$ cat config.mk
export PLATFORM = sky130hd
export DESIGN_NAME = pipe_hazard_ctrl
export DESIGN_NICKNAME = d
export VERILOG_FILES = /design/src/rtl/pipe_hazard_ctrl.sv
export SDC_FILE = /design/constraint.sdc
export NUM_CORES = 1
export LEC_CHECK = 0
export ABC_AREA = 0
export CORE_AREA = 2 2 39 41
export DETAILED_ROUTE_END_ITERATION = 16
export DIE_AREA = 0 0 41 43
export GPL_TIMING_DRIVEN = 0
export PLACE_DENSITY = 0.61
export SKIP_LAST_GASP = 1
export SLEW_MARGIN = 10
export SYNTH_ARGS = -nofsm -noshare
export SYNTH_HDL_FRONTEND = slang
export SYNTH_SLANG_ARGS = --single-unit
export TNS_END_PERCENT = 20
$ cat constraint.sdc
create_clock -name clk -period 4.6 [get_ports clk]
set_input_delay 1.38 -clock clk [delete_from_list [all_inputs] [get_ports clk]]
set_output_delay 1.38 -clock clk [all_outputs]
set_load 0.05 [all_outputs]
$ cat src/rtl/pipe_hazard_ctrl.sv
// Pipeline sequencing controller: load-use bubbles, RAM req/ack stalls and jump flushes.
// Optional RAM-wait timeout enabled by defining PIPE_HAZARD_CTRL_TIMEOUT_EN.
module pipe_hazard_ctrl #(
    parameter int REG_AW       = 5,
    parameter int FLUSH_CYCLES = 1,
    parameter int TIMEOUT      = 255
) (
    input  logic              clk,
    input  logic              rst,
    input  logic [REG_AW-1:0] id_rs1_addr,
    input  logic              id_rs1_use,
    input  logic [REG_AW-1:0] id_rs2_addr,
    input  logic              id_rs2_use,
    input  logic [REG_AW-1:0] ex_rd_addr,
    input  logic              ex_wen,
    input  logic              ex_ram_en,
    input  logic              ex_ram_rw,
    input  logic              ex_j,
    input  logic              ram_ack,
    output logic              ram_req,
    output logic              pc_stall,
    output logic              if_id_stall,
    output logic              if_id_flush,
    output logic              id_ex_stall,
    output logic              id_ex_flush,
    output logic              busy,
    output logic              mem_err
);

    typedef enum logic [1:0] {RUN, MEM_WAIT, FLUSH} state_t;

    state_t      state_reg, state_next;
    logic [3:0]  fcnt_reg, fcnt_next;
    logic        hz;
    logic        timeout;
    logic [1:0]  src_hit;
    logic [REG_AW-1:0] src_addr [2];
    logic [1:0]  src_use;

    assign src_addr[0] = id_rs1_addr;
    assign src_addr[1] = id_rs2_addr;
    assign src_use     = {id_rs2_use, id_rs1_use};

    generate
        for (genvar gi = 0; gi < 2; gi++) begin : g_src
            assign src_hit[gi] = src_use[gi] && (src_addr[gi] == ex_rd_addr);
        end
    endgenerate

    // Only a load writing a non-zero register can create a load-use hazard.
    assign hz = ex_ram_en && !ex_ram_rw && ex_wen && (ex_rd_addr != '0) && (|src_hit);

`ifdef PIPE_HAZARD_CTRL_TIMEOUT_EN
    logic [7:0] wcnt_reg, wcnt_next;
    logic       mem_err_reg;
`endif

    always_comb begin
        state_next  = state_reg;
        fcnt_next   = fcnt_reg;
        timeout     = 1'b0;
        pc_stall    = 1'b0;
        if_id_stall = 1'b0;
        if_id_flush = 1'b0;
        id_ex_stall = 1'b0;
        id_ex_flush = 1'b0;
`ifdef PIPE_HAZARD_CTRL_TIMEOUT_EN
        wcnt_next   = wcnt_reg;
`endif
        case (state_reg)
            RUN: begin
                if (ex_ram_en && !ram_ack) begin
                    pc_stall    = 1'b1;
                    if_id_stall = 1'b1;
                    id_ex_stall = 1'b1;
                    state_next  = MEM_WAIT;
`ifdef PIPE_HAZARD_CTRL_TIMEOUT_EN
                    wcnt_next   = '0;
`endif
                end else if (ex_j) begin
                    if_id_flush = 1'b1;
                    id_ex_flush = 1'b1;
                    if (FLUSH_CYCLES > 1) begin
                        state_next = FLUSH;
                        fcnt_next  = 4'(FLUSH_CYCLES - 1);
                    end
                end else if (hz) begin
                    pc_stall    = 1'b1;
                    if_id_stall = 1'b1;
                    id_ex_flush = 1'b1;
                end
            end
            MEM_WAIT: begin
                if (ram_ack) begin
                    state_next = RUN;
`ifdef PIPE_HAZARD_CTRL_TIMEOUT_EN
                end else if (wcnt_reg == 8'(TIMEOUT - 1)) begin
                    timeout    = 1'b1;
                    state_next = RUN;
`endif
                end else begin
                    pc_stall    = 1'b1;
                    if_id_stall = 1'b1;
                    id_ex_stall = 1'b1;
`ifdef PIPE_HAZARD_CTRL_TIMEOUT_EN
                    wcnt_next   = wcnt_reg + 8'd1;
`endif
                end
            end
            FLUSH: begin
                if_id_flush = 1'b1;
                id_ex_flush = 1'b1;
                fcnt_next   = fcnt_reg - 4'd1;
                if (fcnt_reg <= 4'd1) begin
                    state_next = RUN;
                end
            end
            default: state_next = RUN;
        endcase
        // Reset silences every control in the cycle it is asserted.
        if (rst) begin
            pc_stall    = 1'b0;
            if_id_stall = 1'b0;
            if_id_flush = 1'b0;
            id_ex_stall = 1'b0;
            id_ex_flush = 1'b0;
            timeout     = 1'b0;
        end
    end

    assign ram_req = ex_ram_en && (state_reg == RUN || state_reg == MEM_WAIT) && !rst && !timeout;
    assign busy    = (state_reg != RUN) && !rst;

    always_ff @(posedge clk) begin
        if (rst) begin
            state_reg <= RUN;
            fcnt_reg  <= '0;
        end else begin
            state_reg <= state_next;
            fcnt_reg  <= fcnt_next;
        end
    end

`ifdef PIPE_HAZARD_CTRL_TIMEOUT_EN
    always_ff @(posedge clk) begin
        if (rst) begin
            wcnt_reg    <= '0;
            mem_err_reg <= 1'b0;
        end else begin
            wcnt_reg    <= wcnt_next;
            mem_err_reg <= timeout;
        end
    end

    assign mem_err = mem_err_reg && !rst;
`else
    assign mem_err = 1'b0;
`endif

endmodule

# --- Yosys cells after proc, flatten, opt, wreduce, memory -nomap -nowiden ---
# Index checks and enable logic that the tools add are counted.
classes:
  addsub: 1
  mul: 0
  n_div: 0
  magnitude_cmp: 1
  n_eq_ne: 7
  n_shift: 0
  n_mux: 21
  bitwise_logic: 0
  n_reduce_logical: 19
ops:
  columns: ["cell", "count"]
  rows:
  - ["1-bit 2-to-1 mux", 13]
  - ["5-bit equality test", 2]
  - ["1-bit logical AND", 10]
  - ["1-bit case mux with 2 select lines", 4]
  - ["2-bit 2-to-1 mux", 3]
  - ["2-bit != test (second input constant)", 3]
  - ["2-bit case mux with 3 select lines", 1]
  - ["5-bit nonzero test", 1]
  - ["4-bit by 1-bit less-or-equal comparator with 1-bit output (second input constant)", 1]
  - ["4-bit by 1-bit subtractor with 4-bit output (second input constant)", 1]
  - ["1-bit zero test", 3]
  - ["3-bit AND reduction", 1]
  - ["2-bit by 1-bit equality test with 1-bit output (second input constant)", 1]
  - ["2-bit equality test (second input constant)", 1]
  - ["2-bit zero test", 1]
  - ["2-bit nonzero test", 1]
  - ["2-bit OR reduction", 1]
  - ["1-bit logical OR", 1]
totals:
  ff_bits: 6
  latch_bits: 0
  ram_bits: 0
  mem_bits_ro: 0
  inputBits: 24
  out_inout_bits: 8
  wordCells: 51
  mem_count: 0

# --- Logic depth before layout (Yosys ltp) ---
# Gate-level depths: netlist of the first run.
depth:
  depth_word: 10
  ltp_mapped: 5
  ltp_nobuf: 4

# --- Worst setup path after synthesis of the first run ---
# No wires, ideal clock.
synth_path:
  path_type: "input to output"
  from: "input ex_rd_addr[3]"
  to: "output pc_stall"
  arrival_ns: 3.592
  required_ns: 3.220
  setup_slack_ns: -0.372
  path_stages: 5
  n_path_buf: 1
  path_cell_list: "xor2_1 nor4_2 a32oi_1 o31ai_1 buf_4"
synth_via:
  elab_chain_cells: 9
  word_cells_on_any_way: 13
  cone_classes: "eq/ne (2); mux (5); reduce/logical (6)"
synth_lines:
  columns: ["element", "line", "text"]
  rows:
  - ["from (decl)", "14", "input logic [REG_AW-1:0] ex_rd_addr,"]
  - ["5-bit equality test", "46", "assign src_hit[gi] = src_use[gi] && (src_addr[gi] == ex_rd_addr);"]
  - ["1-bit logical AND", "46", null]
  - ["2-bit OR reduction", "51", "assign hz = ex_ram_en && !ex_ram_rw && ex_wen && (ex_rd_addr != '0) && (|src_hit);"]
  - ["1-bit logical AND (*)", "51", null]
  - ["1-bit 2-to-1 mux (*) (3 in series)", null, null]
  - ["1-bit case mux with 2 select lines (*)", null, null]
  - ["1-bit 2-to-1 mux (*)", null, null]
  - ["to (decl)", "21", "output logic pc_stall,"]
# Mark *: on every way between the ends. The rest lies on a longest branch, timed or not.

# --- Final worst setup path of the first run ---
layout_path:
  from: "input ex_rd_addr[3]"
  to: "output pc_stall"
layout_via:
  elab_chain_cells: 9
  word_cells_on_any_way: 13
  cone_classes: "eq/ne (2); mux (5); reduce/logical (6)"
layout_lines:
  columns: ["element", "line", "text"]
  rows:
  - ["5-bit equality test", "46", null]
  - ["1-bit logical AND", "46", null]
  - ["2-bit OR reduction", "51", null]
  - ["1-bit logical AND (*)", "51", null]
  - ["1-bit 2-to-1 mux (*)", "87", "end else if (hz) begin"]
  - ["1-bit 2-to-1 mux (*)", "80", "end else if (ex_j) begin"]
  - ["1-bit 2-to-1 mux (*)", "72", "if (ex_ram_en && !ram_ack) begin"]
  - ["1-bit case mux with 2 select lines (*)", "70", "case (state_reg)"]
  - ["1-bit 2-to-1 mux (*)", "121", "if (rst) begin"]
# Marks and branches as above.

==> metrics.log, run 1 <==
[metrics] unrepaired setup endpoints after global routing: true
[metrics] slew at the pin closest to its max-slew limit: 0.515 ns
[metrics] start-to-end type of the worst setup path: input pin to output pin
[metrics] maximum cell stage delay along the critical path: 0.47 ns
[metrics] post-route worst setup slack: 0.0383 ns
[metrics] worst hold-check path type: register to register
[metrics] register area: 20.0 um2
[metrics] count of cells along the worst register-to-register path: 2
[metrics] final period demand of the worst path: 4.56 ns
[metrics] Starting Density: 18.8%
[metrics] reg-to-reg setup timing slack: 3.85 ns
[metrics] Worst R2R Start: state_reg[0]$_SDFFE_PP0P_
[metrics] Hold Buf Count CTS: 0
[metrics] sequential cell area fraction in the yosys report: 7.69%
[metrics] capturing instance or port of the critical path: pc_stall
[metrics] Final Routed Wirelength: 739 um
[metrics] arrival time at the worst endpoint: 3.18 ns
[metrics] n_diodes: 0
[metrics] number of standard cells after synthesis: 34
[metrics] total routing usage reported by global routing: 9.59%
[metrics] max reg flops: 1
[metrics] die area: 1760 um2
[metrics] placer's final routability congestion estimate: 0.665
[metrics] number of flip-flops and latches in the synthesized netlist: 1
[metrics] pwr dens: 115 nW/um2
[metrics] latest clock arrival within the worst-skew pair: 0 ns
[metrics] number of rows created at floorplan: 14
[metrics] fillcell total: 147
[metrics] Worst path slowest cell: sky130_fd_sc_hd__clkdlybuf4s50_1
[metrics] number of detailed-routing iterations run before antenna repair: 1
[metrics] antenna violations before repair: 0
[metrics] final period utilization: 99.2%
[metrics] chain of cells forming the critical path: clkdlybuf4s50_1 -> xor2_1 -> nor4_2 -> a32oi_1 -> o31ai_2 -> buf_4 -> buf_2
[metrics] DRT iter0 DRCs: 0
[metrics] largest net degree at the start of global routing: 5
[metrics] share of layout cells above drive strength 1: 15.6%
[metrics] vias per std cell: 4.33
[metrics] Core Region: 1380 um2
[metrics] worst setup timing slack at the placement stage: -0.551 ns
[metrics] final setup TNS: 0 ns
[metrics] Clock transition at path regs: 0 ns
[metrics] fmax: 219 MHz
[metrics] post-synthesis instance area: 260 um2
[metrics] timing startpoint of the critical path: ex_rd_addr[3]
[metrics] number of nets in the final layout: 90
[metrics] count of unresolved DRC violations after routing: 0
[metrics] top-level port count: 32
[metrics] Clock Skew: 0 ns
[metrics] most frequent standard cell in the layout excluding fill and tap cells: sky130_fd_sc_hd__clkdlybuf4s50_1
[metrics] final setup violation count: 0
[metrics] number of nets still failing antenna checks after routing: 0
[metrics] worst vdd ir: 0.0424 mV
[metrics] via count of the first global-routing pass: 334
[metrics] global-route wire length before repair: 1260 um
[metrics] multi-input gate area in the final layout: 234 um2
[metrics] outcome: completed
[metrics] critical register-to-register path endpoint: state_reg[0]$_SDFFE_PP0P_
[metrics] detail-routed net length per standard cell: 9.24 um
[metrics] worst-path fanout max: 3
[metrics] required time worst endpoint: 3.22 ns
[metrics] total via count after detailed routing: 346
[metrics] Worst Setup Start Kind: input pin
[metrics] reported max-cap violation count: 0
[metrics] count of distinct cell types in the synthesized netlist: 23
[metrics] post-synthesis to final-layout area growth: 126%
[metrics] height of the die: 43 um
[metrics] total half-perimeter wirelength after legalization and detailed placement: 692 um
[metrics] count of yosys warnings during synthesis: 0
[metrics] average instance area after synthesis: 7.65 um2
[metrics] critical path capture point type: output pin
[metrics] Remaining Overflow, GRT: 0
[metrics] port buffer count: 30
[metrics] overall die width: 41 um
[metrics] total count of hold-check failures in the final report: 0
[metrics] Mapped Nets: 58
[metrics] relative max-transition margin: 65.6%
[metrics] leading cell types in the layout, fill and taps excluded: sky130_fd_sc_hd__clkdlybuf4s50_1, sky130_fd_sc_hd__xor2_1
[metrics] Leak: 0.000234 uW
[metrics] Slew Limit Fails: 0
-- what timing repair did --
item                                    4_1_cts  5_1_grt
endpoints found under the hold margin         0        0
setup buffers                                 0        0
gates resized for setup                      11        3
endpoints found under the setup margin        4        4
cloned                                        0        0
-- layout make-up --
class / instances / share of cell area [%]
multi-input cells: 29 / 39.7
plain buffers: 2 / 2.55
flip-flops and latches: 1 / 3.40
repair buffers: 30 / 49.7
well taps: 16 / 3.40
inverters: 2 / 1.27
-- logic make-up after synthesis --
logic type,share of synthesized area (%)
other,1.44
XOR/XNOR,33.7
buffers and inverters,8.65
AO/OA/AOI/OAI,26.0
AND/OR/NAND/NOR,22.6
flip-flops,7.69
-- critical path, delay by kind of cell --
family          cells  cell delay (ns)
xor+xnor            1             0.20
simple gates        1             0.27
buf+inv             3             0.87
compound gates      2             0.47
-- how the worst min path moves through the flow --
stage	endpoint	depth (start not counted)	start
floorplan	state_reg[0]$_SDFFE_PP0P_	2	state_reg[0]$_SDFFE_PP0P_
global placement	state_reg[0]$_SDFFE_PP0P_	2	state_reg[0]$_SDFFE_PP0P_
detailed placement	state_reg[0]$_SDFFE_PP0P_	2	state_reg[0]$_SDFFE_PP0P_
CTS	state_reg[0]$_SDFFE_PP0P_	2	state_reg[0]$_SDFFE_PP0P_
global route	state_reg[0]$_SDFFE_PP0P_	2	state_reg[0]$_SDFFE_PP0P_
finish	state_reg[0]$_SDFFE_PP0P_	2	state_reg[0]$_SDFFE_PP0P_
-- power breakdown --
| part | leakage, uW | switching (uW) | internal [uW] |
|---|---|---|---|
| sequential | 0.00000825 | 0.362 | 9.34 |
| combinational | 0.000226 | 27.5 | 30.3 |
| clock | 0 | 0 | 0 |
-- metal layers --
metal / vias to the layer above / part of all wire (%) / global-route usage [%]
met3: 0 / 13 / 1.57
met5: - / 0 / 0
li1: 180 / - / -
met2: 24 / 50 / 18.4
met4: 0 / 0 / 0
met1: 142 / 37 / 10.8
-- per-stage QoR --
stage                     util [%]  cell area (um2)  cells  hold slack, ns  power [uW]
final                         42.6              589     80           0.679        67.5
after floorplan                  -              270     34           0.781        37.8
after CTS                     41.9              579     80           0.689        67.4
after detailed placement      42.7              591     80           0.687        68.4
after global placement        42.7              591     80           0.669        68.4
after global routing          42.6              589     80           0.736        71.9
-- cells in the mapped netlist --
cell type | n | area, um2
sky130_fd_sc_hd__o211ai_1 | 1 | 7.51
sky130_fd_sc_hd__nor2b_1 | 2 | 12.5
sky130_fd_sc_hd__buf_4 | 2 | 15.0
sky130_fd_sc_hd__xor2_1 | 8 | 70.1
sky130_fd_sc_hd__nor2_1 | 1 | 3.75
sky130_fd_sc_hd__and2_0 | 1 | 6.26
sky130_fd_sc_hd__o21a_1 | 2 | 15.0
sky130_fd_sc_hd__xnor2_1 | 2 | 17.5
sky130_fd_sc_hd__or4_1 | 1 | 7.51
sky130_fd_sc_hd__dfxtp_1 | 1 | 20.0
sky130_fd_sc_hd__nor4_2 | 1 | 12.5
sky130_fd_sc_hd__and2_1 | 1 | 6.26
sky130_fd_sc_hd__o21bai_1 | 1 | 7.51
sky130_fd_sc_hd__nor4_1 | 1 | 6.26
sky130_fd_sc_hd__inv_1 | 1 | 3.75
sky130_fd_sc_hd__inv_2 | 1 | 3.75
sky130_fd_sc_hd__a32oi_1 | 1 | 8.76
sky130_fd_sc_hd__conb_1 | 1 | 3.75
sky130_fd_sc_hd__a211oi_1 | 1 | 7.51
sky130_fd_sc_hd__o31ai_1 | 1 | 7.51
sky130_fd_sc_hd__a211o_1 | 1 | 8.76
sky130_fd_sc_hd__nand2_1 | 1 | 3.75
sky130_fd_sc_hd__o21ai_1 | 1 | 5.00
No activity file was read; power rests on OpenSTA's default activity.
==> run 2: changes to the inputs <==
- CTS_BUF_LIST: default -> sky130_fd_sc_hd__clkbuf_16
- CTS_CLUSTER_SIZE: default -> 14
- MAX_ROUTING_LAYER: default -> met4
==> run 2 against run 1 <==
Net effect:
- clock skew did not move
- die area did not move
- setup slack barely moved
- fmax barely moved
- sequential cell count did not move
==> metrics.log, run 2 (synthesized netlist as in run 1, its figures left out) <==
[metrics] outcome: completed
[metrics] final period demand of the worst path: 4.56 ns (-0.0000488 ns)
[metrics] worst setup timing slack at the placement stage: -0.551 ns (unchanged)
[metrics] worst vdd ir: 0.0424 mV (about the same)
[metrics] multi-input gate area in the final layout: 234 um2 (unchanged)
[metrics] count of unresolved DRC violations after routing: 0 (unchanged)
[metrics] number of cells in the finished layout apart from fillers: 80 (unchanged)
[metrics] fraction of the core area covered by cells at the end of the flow: 42.6% (unchanged)
[metrics] Final Hold Slack: 0.679 ns (unchanged)
[metrics] fillcell total: 147 (unchanged)
[metrics] latest clock arrival within the worst-skew pair: 0 ns (unchanged)
[metrics] vias per std cell: 4.33 (unchanged)
[metrics] start-to-end type of the worst setup path: input pin to output pin
[metrics] worst hold-check path type: register to register
[metrics] placer's final routability congestion estimate: 0.672 (+0.96%)
[metrics] overall die width: 41 um (unchanged)
[metrics] top-level port count: 32 (unchanged)
[metrics] Slew Limit Fails: 0 (unchanged)
[metrics] number of nets in the final layout: 90 (unchanged)
[metrics] Worst Setup Start Kind: input pin
[metrics] register area: 20.0 um2 (unchanged)
[metrics] Clock transition at path regs: 0 ns (unchanged)
[metrics] number of nets still failing antenna checks after routing: 0 (unchanged)
[metrics] unrepaired setup endpoints after global routing: true
[metrics] max reg flops: 1 (unchanged)
[metrics] final period utilization: 99.2% (about the same)
[metrics] global-route wire length before repair: 1260 um (unchanged)
[metrics] die area: 1760 um2 (unchanged)
[metrics] share of layout cells above drive strength 1: 15.6% (unchanged)
[metrics] arrival time at the worst endpoint: 3.18 ns (about the same)
[metrics] post-route worst setup slack: 0.0383 ns (+0.0000488 ns)
[metrics] post-synthesis to final-layout area growth: 126% (unchanged)
[metrics] required time worst endpoint: 3.22 ns (about the same)
[metrics] total via count after detailed routing: 346 (unchanged)
[metrics] relative max-transition margin: 65.6% (about the same)
[metrics] Clock Skew: 0 ns (unchanged)
[metrics] most frequent standard cell in the layout excluding fill and tap cells: sky130_fd_sc_hd__clkdlybuf4s50_1
[metrics] port buffer count: 30 (unchanged)
[metrics] via count of the first global-routing pass: 334 (unchanged)
[metrics] n_diodes: 0 (unchanged)
[metrics] total routing usage reported by global routing: 9.83% (+0.24 points)
[metrics] Final Routed Wirelength: 739 um (unchanged)
[metrics] detail-routed net length per standard cell: 9.24 um (unchanged)
[metrics] final setup TNS: 0 ns (unchanged)
[metrics] critical path capture point type: output pin
[metrics] Starting Density: 18.8% (unchanged)
[metrics] DRT iter0 DRCs: 0 (unchanged)
[metrics] Leak: 0.000234 uW (unchanged)
[metrics] leading cell types in the layout, fill and taps excluded: sky130_fd_sc_hd__clkdlybuf4s50_1, sky130_fd_sc_hd__xor2_1
[metrics] height of the die: 43 um (unchanged)
[metrics] Core Region: 1380 um2 (unchanged)
[metrics] number of rows created at floorplan: 14 (unchanged)
[metrics] worst-path fanout max: 3 (unchanged)
[metrics] Remaining Overflow, GRT: 0 (unchanged)
[metrics] slew at the pin closest to its max-slew limit: 0.515 ns (-0.000135 ns)
[metrics] total instance count after detailed placement: 80 (unchanged)
[metrics] total count of hold-check failures in the final report: 0 (unchanged)
[metrics] pwr dens: 115 nW/um2 (about the same)
[metrics] final setup violation count: 0 (unchanged)
[metrics] total half-perimeter wirelength after legalization and detailed placement: 692 um (unchanged)
[metrics] largest net degree at the start of global routing: 5 (unchanged)
[metrics] number of detailed-routing iterations run before antenna repair: 1 (unchanged)
[metrics] antenna violations before repair: 0 (unchanged)
[metrics] reported max-cap violation count: 0 (unchanged)
[metrics] fmax: 219 MHz (about the same)
-- run 2: per-stage QoR --
stage / total power [uW] / cell area, um2
final: 67.5 / 589
after global routing: 71.9 / 589
after CTS: 67.4 / 579
after detailed placement: 68.4 / 591
after global placement: 68.4 / 591
after floorplan: 37.8 / 270
-- run 2: power by group --
| part | switching (uW) | internal [uW] | leakage, uW |
|---|---|---|---|
| registers | 0.362 | 9.34 | 0.00000825 |
| logic | 27.5 | 30.3 | 0.000226 |
| clock network | 0 | 0 | 0 |
| total | 27.8 | 39.7 | 0.000234 |
-- run 2: layout make-up --
class | count | share of cell area [%]
Buffer | 2 | 2.55
Inverter | 2 | 1.27
Multi-Input combinational cell | 29 | 39.7
Sequential cell | 1 | 3.40
Tap cell | 16 | 3.40
Timing Repair Buffer | 30 | 49.7
-- run 2: final timing paths --
kind	start	endpoint	slack (ns)	cells past startpoint
setup / recovery	ex_rd_addr[3]	pc_stall	0.04	7
hold / removal	state_reg[0]$_SDFFE_PP0P_	state_reg[0]$_SDFFE_PP0P_	0.68	2
setup reg to reg	state_reg[0]$_SDFFE_PP0P_	state_reg[0]$_SDFFE_PP0P_	3.85	2
hold reg to reg	state_reg[0]$_SDFFE_PP0P_	state_reg[0]$_SDFFE_PP0P_	0.68	2
-- run 2: layer usage --
layer	share of wire [%]	GRT usage, %	vias to the layer above
met5	0	-	-
met4	0	0	0
met3	12	1.05	0
met2	50	18.4	24
met1	37	11.1	142
li1	-	-	180
-- run 2: critical path: stages --
cell and delay, ns:
sky130_fd_sc_hd__clkdlybuf4s50_1 0.47, sky130_fd_sc_hd__xor2_1 0.20, sky130_fd_sc_hd__nor4_2 0.27, sky130_fd_sc_hd__a32oi_1 0.17
sky130_fd_sc_hd__o31ai_2 0.30, sky130_fd_sc_hd__buf_4 0.15, sky130_fd_sc_hd__buf_2 0.25
-- run 2: repair_timing --
item                                    4_1_cts  5_1_grt
pin swaps                                     0        0
gates resized for setup                      11        3
cloned                                        0        0
endpoints found under the hold margin         0        0
endpoints found under the setup margin        4        4
hold buffers                                  0        0
buffers inserted                              0        0
==> RTL edit 1 (settings of run 1) <==
`REG_AW`: 5 -> 6.
--- a/src/rtl/pipe_hazard_ctrl.sv
+++ b/src/rtl/pipe_hazard_ctrl.sv
@@ -1,7 +1,7 @@
 // Pipeline sequencing controller: load-use bubbles, RAM req/ack stalls and jump flushes.
 // Optional RAM-wait timeout enabled by defining PIPE_HAZARD_CTRL_TIMEOUT_EN.
 module pipe_hazard_ctrl #(
-    parameter int REG_AW       = 5,
+    parameter int REG_AW       = 6,
     parameter int FLUSH_CYCLES = 1,
     parameter int TIMEOUT      = 255
 ) (
Ports: changed (resized ex_rd_addr, id_rs1_addr and id_rs2_addr); port bits go from 32 to 35. No check against the original RTL was run, so the function may have changed too.
==> RTL edit 1 against run 1 <==
Power increased by 6.8%; routed wire length increased by 9.6%; die area did not move; cell area is 6.4% higher; first-iteration DRC count increased by 1; worst setup slack got worse by 0.035 ns; synthesized area grew 6.2%; sequential cell count unchanged; synthesized cell count rose by 8.8%; cell count grew 7.5%; register-to-register slack worse by 0.03 ns; worst hold slack lost 0.051 ns; largest power group unchanged.
==> RTL edit 1: results (changes against run 1) <==
status - complete, no violations (unchanged)
Synth Area in Compound Gates - 0.2217 (was 0.2596)
DRT Wirelength - 810 um (was 739 um)
Worst VDD drop - 62.58 uV (was 42.43 uV)
insertion delay to the later sink of the worst-skew pair - 0 ns (about the same)
Syn Area/Cell - 7.473 um^2 (was 7.654 um^2)
Multi-input comb cells - 33 (was 29)
sequential share of power - 0.134 (was 0.144)
relative slew slack - 0.6613 (was 0.6560)
WL met3 - 136 um (was 96 um)
# nets final - 99 (was 90)
Place WS - -0.3059 ns (was -0.5508 ns)
via density per instance - 4.256 (was 4.325)
top cells by area, synth - xnor2_1 38%, a211oi_1 8.1%, dfxtp_1 7.2% (was xor2_1 27%, dfxtp_1 7.7%, xnor2_1 6.7%)
distinct cell type count of the synthesized netlist - 16 (was 23)
share of post-route cells with drive strength above 1 - 0.05714 (was 0.1563)
Buffers on Ports - 33 (was 30)
global-route wire length before repair - 1.276 mm (was 1.255 mm)
Total Routing Usage GR - 0.09710 (was 0.09590)
WL met1 - 290 um (was 271 um)
WL met2 - 384 um (was 372 um)
dpl cells - 86 (was 80)
Seq/Total Area, Yosys - 0.07240 (was 0.07692)
switching share of power - 0.3797 (was 0.4122)
CP Data Arrival Time - 3.22 ns (was 3.18 ns)
GP Congestion - 0.6623 (was 0.6652)
Post-synth top cells - 12 x xnor2_1, 3 x a211oi_1, 3 x nand2_1 (was 8 x xor2_1, 2 x buf_4, 2 x nor2b_1, 2 x o21a_1, 2 x xnor2_1)
leakage power figure - 0.2360 nW (was 0.2344 nW)
vias in the first global route - 361 (was 334)
Crit Path Max Fanout - 3 (unchanged)
Synth Area in XOR/XNOR - 0.3801 (was 0.3365)
post-route ant nets - 0 (unchanged)
DRT Pass-1 Iters - 2 (was 1)
Vias - 366 (was 346)
multi-input logic area - 237.7 um^2 (was 234.0 um^2)
final instance area - 626.9 um^2 (was 589.3 um^2)
cell internal pwr - 0.00004469 W (was 0.00003967 W)
Fillers - 152 (was 147)
final hold vios - 0 (unchanged)
DP HPWL - 740.2 um (was 691.6 um)
Synth Net Count - 64 (was 58)
initial DRC count - 1 (was 0)
RTL edit 1: cell types whose count changed in the layout (fill, tap and decap cells not counted), sizes merged, moves of 2 or more:
| cell | run 1 | this run |
|---|---|---|
| nand4 | 0 | 2 |
| xnor2 | 2 | 12 |
| nand2 | 1 | 3 |
| clkdlybuf4s50 | 26 | 30 |
| a211oi | 1 | 3 |
| buf | 4 | 2 |
| dlygate4sd2 | 0 | 2 |
| and2b | 0 | 2 |
| nand3 | 0 | 2 |
| nor2b | 2 | 0 |
| xor2 | 8 | 0 |
RTL edit 1: path summary, 6_finish.rpt:
kind         depth (start not counted)  slack [ns]                   endpoint                       from
max                                  7       0.004                   pc_stall              ex_rd_addr[0]
max reg2reg                          2        3.82  state_reg[0]$_SDFFE_PP0P_  state_reg[0]$_SDFFE_PP0P_
min                                  2        0.63  state_reg[0]$_SDFFE_PP0P_  state_reg[0]$_SDFFE_PP0P_
min reg2reg                          2        0.63  state_reg[0]$_SDFFE_PP0P_  state_reg[0]$_SDFFE_PP0P_
RTL edit 1: worst max-delay path, cell delays in order:
cell and delay [ns]:
clkdlybuf4s50_1 0.55, xnor2_1 0.14, nand4_1 0.11, o22a_1 0.23, o21bai_1 0.17, buf_4 0.12, dlygate4sd2_1 0.51
RTL edit 1: metal layers:
layer  vias up  GRT usage
li1        195          -
met1       149    0.09873
met2        22     0.1906
met3         0    0.02618
met4         0          0
met5         -          0
RTL edit 1: what timing repair did:
| action | 4_1_cts | 5_1_grt |
|---|---|---|
| endpoints found under the setup margin | 3 | 4 |
| gates resized for setup | 2 | 1 |
| cloned | 0 | 0 |
==> RTL edit 2 (config.mk and constraints of run 1) <==
Without the edit above. The 3 states of `state_t` get a one-hot encoding in 3 bits.
--- a/src/rtl/pipe_hazard_ctrl.sv
+++ b/src/rtl/pipe_hazard_ctrl.sv
@@ -27,7 +27,7 @@
     output logic              mem_err
 );
 
-    typedef enum logic [1:0] {RUN, MEM_WAIT, FLUSH} state_t;
+    typedef enum logic [2:0] {RUN = 3'b001, MEM_WAIT = 3'b010, FLUSH = 3'b100} state_t;
 
     state_t      state_reg, state_next;
     logic [3:0]  fcnt_reg, fcnt_next;
Behaviour: same outputs for any inputs over 10 cycles, from zero or initial values and one cycle with rst high; not proved beyond that.
==> RTL edit 2 against run 1 <==
The run now ends with setup timing left; cell area rose by 20%; power rose by 96%; cell count rose by 19%; worst hold slack got worse by 0.16 ns; largest power group unchanged; synthesized area rose by 34%; routed wire length rose by 37%; sequential cell count rose by 1; critical endpoint is now if_id_stall; worst setup slack got worse by 0.075 ns.
==> RTL edit 2: results (changes against run 1) <==
status - finished with violations (was complete, no violations)
failing checks - setup timing
top cells by area, synth - xor2_1 20%, dfxtp_1 11%, ha_1 7.2% (was xor2_1 27%, dfxtp_1 7.7%, xnor2_1 6.7%)
leakage power figure - 0.3057 nW (was 0.2344 nW)
WL met3 - 193 um (was 96 um)
Critical-path top delay cell - dlygate4sd2_1 (was clkdlybuf4s50_1)
sequential share of power - 0.149 (was 0.144)
global-route wire length before repair - 1.414 mm (was 1.255 mm)
Worst-path clk slew - 0.03 ns (was 0 ns)
slowest stage delay, CP - 0.55 ns (was 0.47 ns)
via density per instance - 4.474 (was 4.325)
WL met1 - 357 um (was 271 um)
insertion delay to the later sink of the worst-skew pair - 0.22 ns (was 0 ns)
Place WS - -0.4355 ns (was -0.5508 ns)
Synth Net Count - 72 (was 58)
net switching power - 0.00004772 W (was 0.00002782 W)
max reg flops - 2 (was 1)
Seq/Total Area, Yosys - 0.1147 (was 0.07692)
clk root buf - clkbuf_4
clock skew - 0.002547 ns (was 0 ns)
PwrDens - 187.0 mW/mm^2 (was 114.5 mW/mm^2)
Worst VDD drop - 135.5 uV (was 42.43 uV)
Fillers - 151 (was 147)
DR WL/cell - 10.65 um (was 9.238 um)
# nets final - 107 (was 90)
final setup fails - 1 (was 0)
Synth Area in Compound Gates - 0.1613 (was 0.2596)
CP delay by family, top - buffers and inverters (unchanged)
Syn Area/Cell - 7.589 um^2 (was 7.654 um^2)
final worst slack - -0.03684 ns (was 0.03826 ns)
multi-input combinational area share - 0.4205 (was 0.3970)
Post-synth top cells - 8 x xor2_1, 3 x inv_1, 3 x nand2_1, 3 x nor2_1, 3 x o21bai_1 (was 8 x xor2_1, 2 x buf_4, 2 x nor2b_1, 2 x o21a_1, 2 x xnor2_1)
Layout clock area frac - 0.03180
WL met2 - 460 um (was 372 um)
CP Data Arrival Time - 3.26 ns (was 3.18 ns)
Total Routing Usage GR - 0.1190 (was 0.09590)
Inverters - 3 (was 2)
Multi-input comb cells - 39 (was 29)
dpl cells - 92 (was 80)
DRT Wirelength - 1.012 mm (was 739 um)
cts repair resizes - 5 (was 11)
seq_cells - 2 (was 1)
GP Congestion - 0.6378 (was 0.6652)
TNS Setup - -0.03684 ns (was 0 ns)
share of post-route cells with drive strength above 1 - 0.1013 (was 0.1563)
measured slew at the worst slew-check pin - 0.5002 ns (was 0.5152 ns)
Yosys warnings - 0 (unchanged)
vias in the first global route - 399 (was 334)
Placed Area - 684.4 um^2 (was 590.6 um^2)
register area - 40.04 um^2 (was 20.02 um^2)
register share of the cell area - 0.05654 (was 0.03397)
[RTL edit 2: cell types whose count changed in the layout (fill, tap and decap cells not counted), sizes merged, moves of 2 or more]
cell,before,now
a21oi,0,2
buf,4,2
clkbuf,0,3
dlygate4sd2,0,2
ha,0,2
nand2,1,3
nor2,1,3
nor3b,0,2
o21a,2,0
o21bai,1,3
[RTL edit 2: final timing paths]
kind | startpoint | to | slack, ns | cells after the start
max | ex_rd_addr[3] | if_id_stall | -0.04 | 6
min | state_reg[1]$_SDFFE_PP0P_ | state_reg[1]$_SDFFE_PP0P_ | 0.52 | 2
max reg2reg | state_reg[1]$_SDFFE_PP0P_ | state_reg[0]$_SDFFE_PP1P_ | 3.48 | 5
min reg2reg | state_reg[1]$_SDFFE_PP0P_ | state_reg[1]$_SDFFE_PP0P_ | 0.52 | 2
[RTL edit 2: layer usage]
metal	global-route usage	vias up
met5	0	-
met4	0.08000	0
met3	0.06283	0
met2	0.2031	23
met1	0.09524	178
li1	-	224
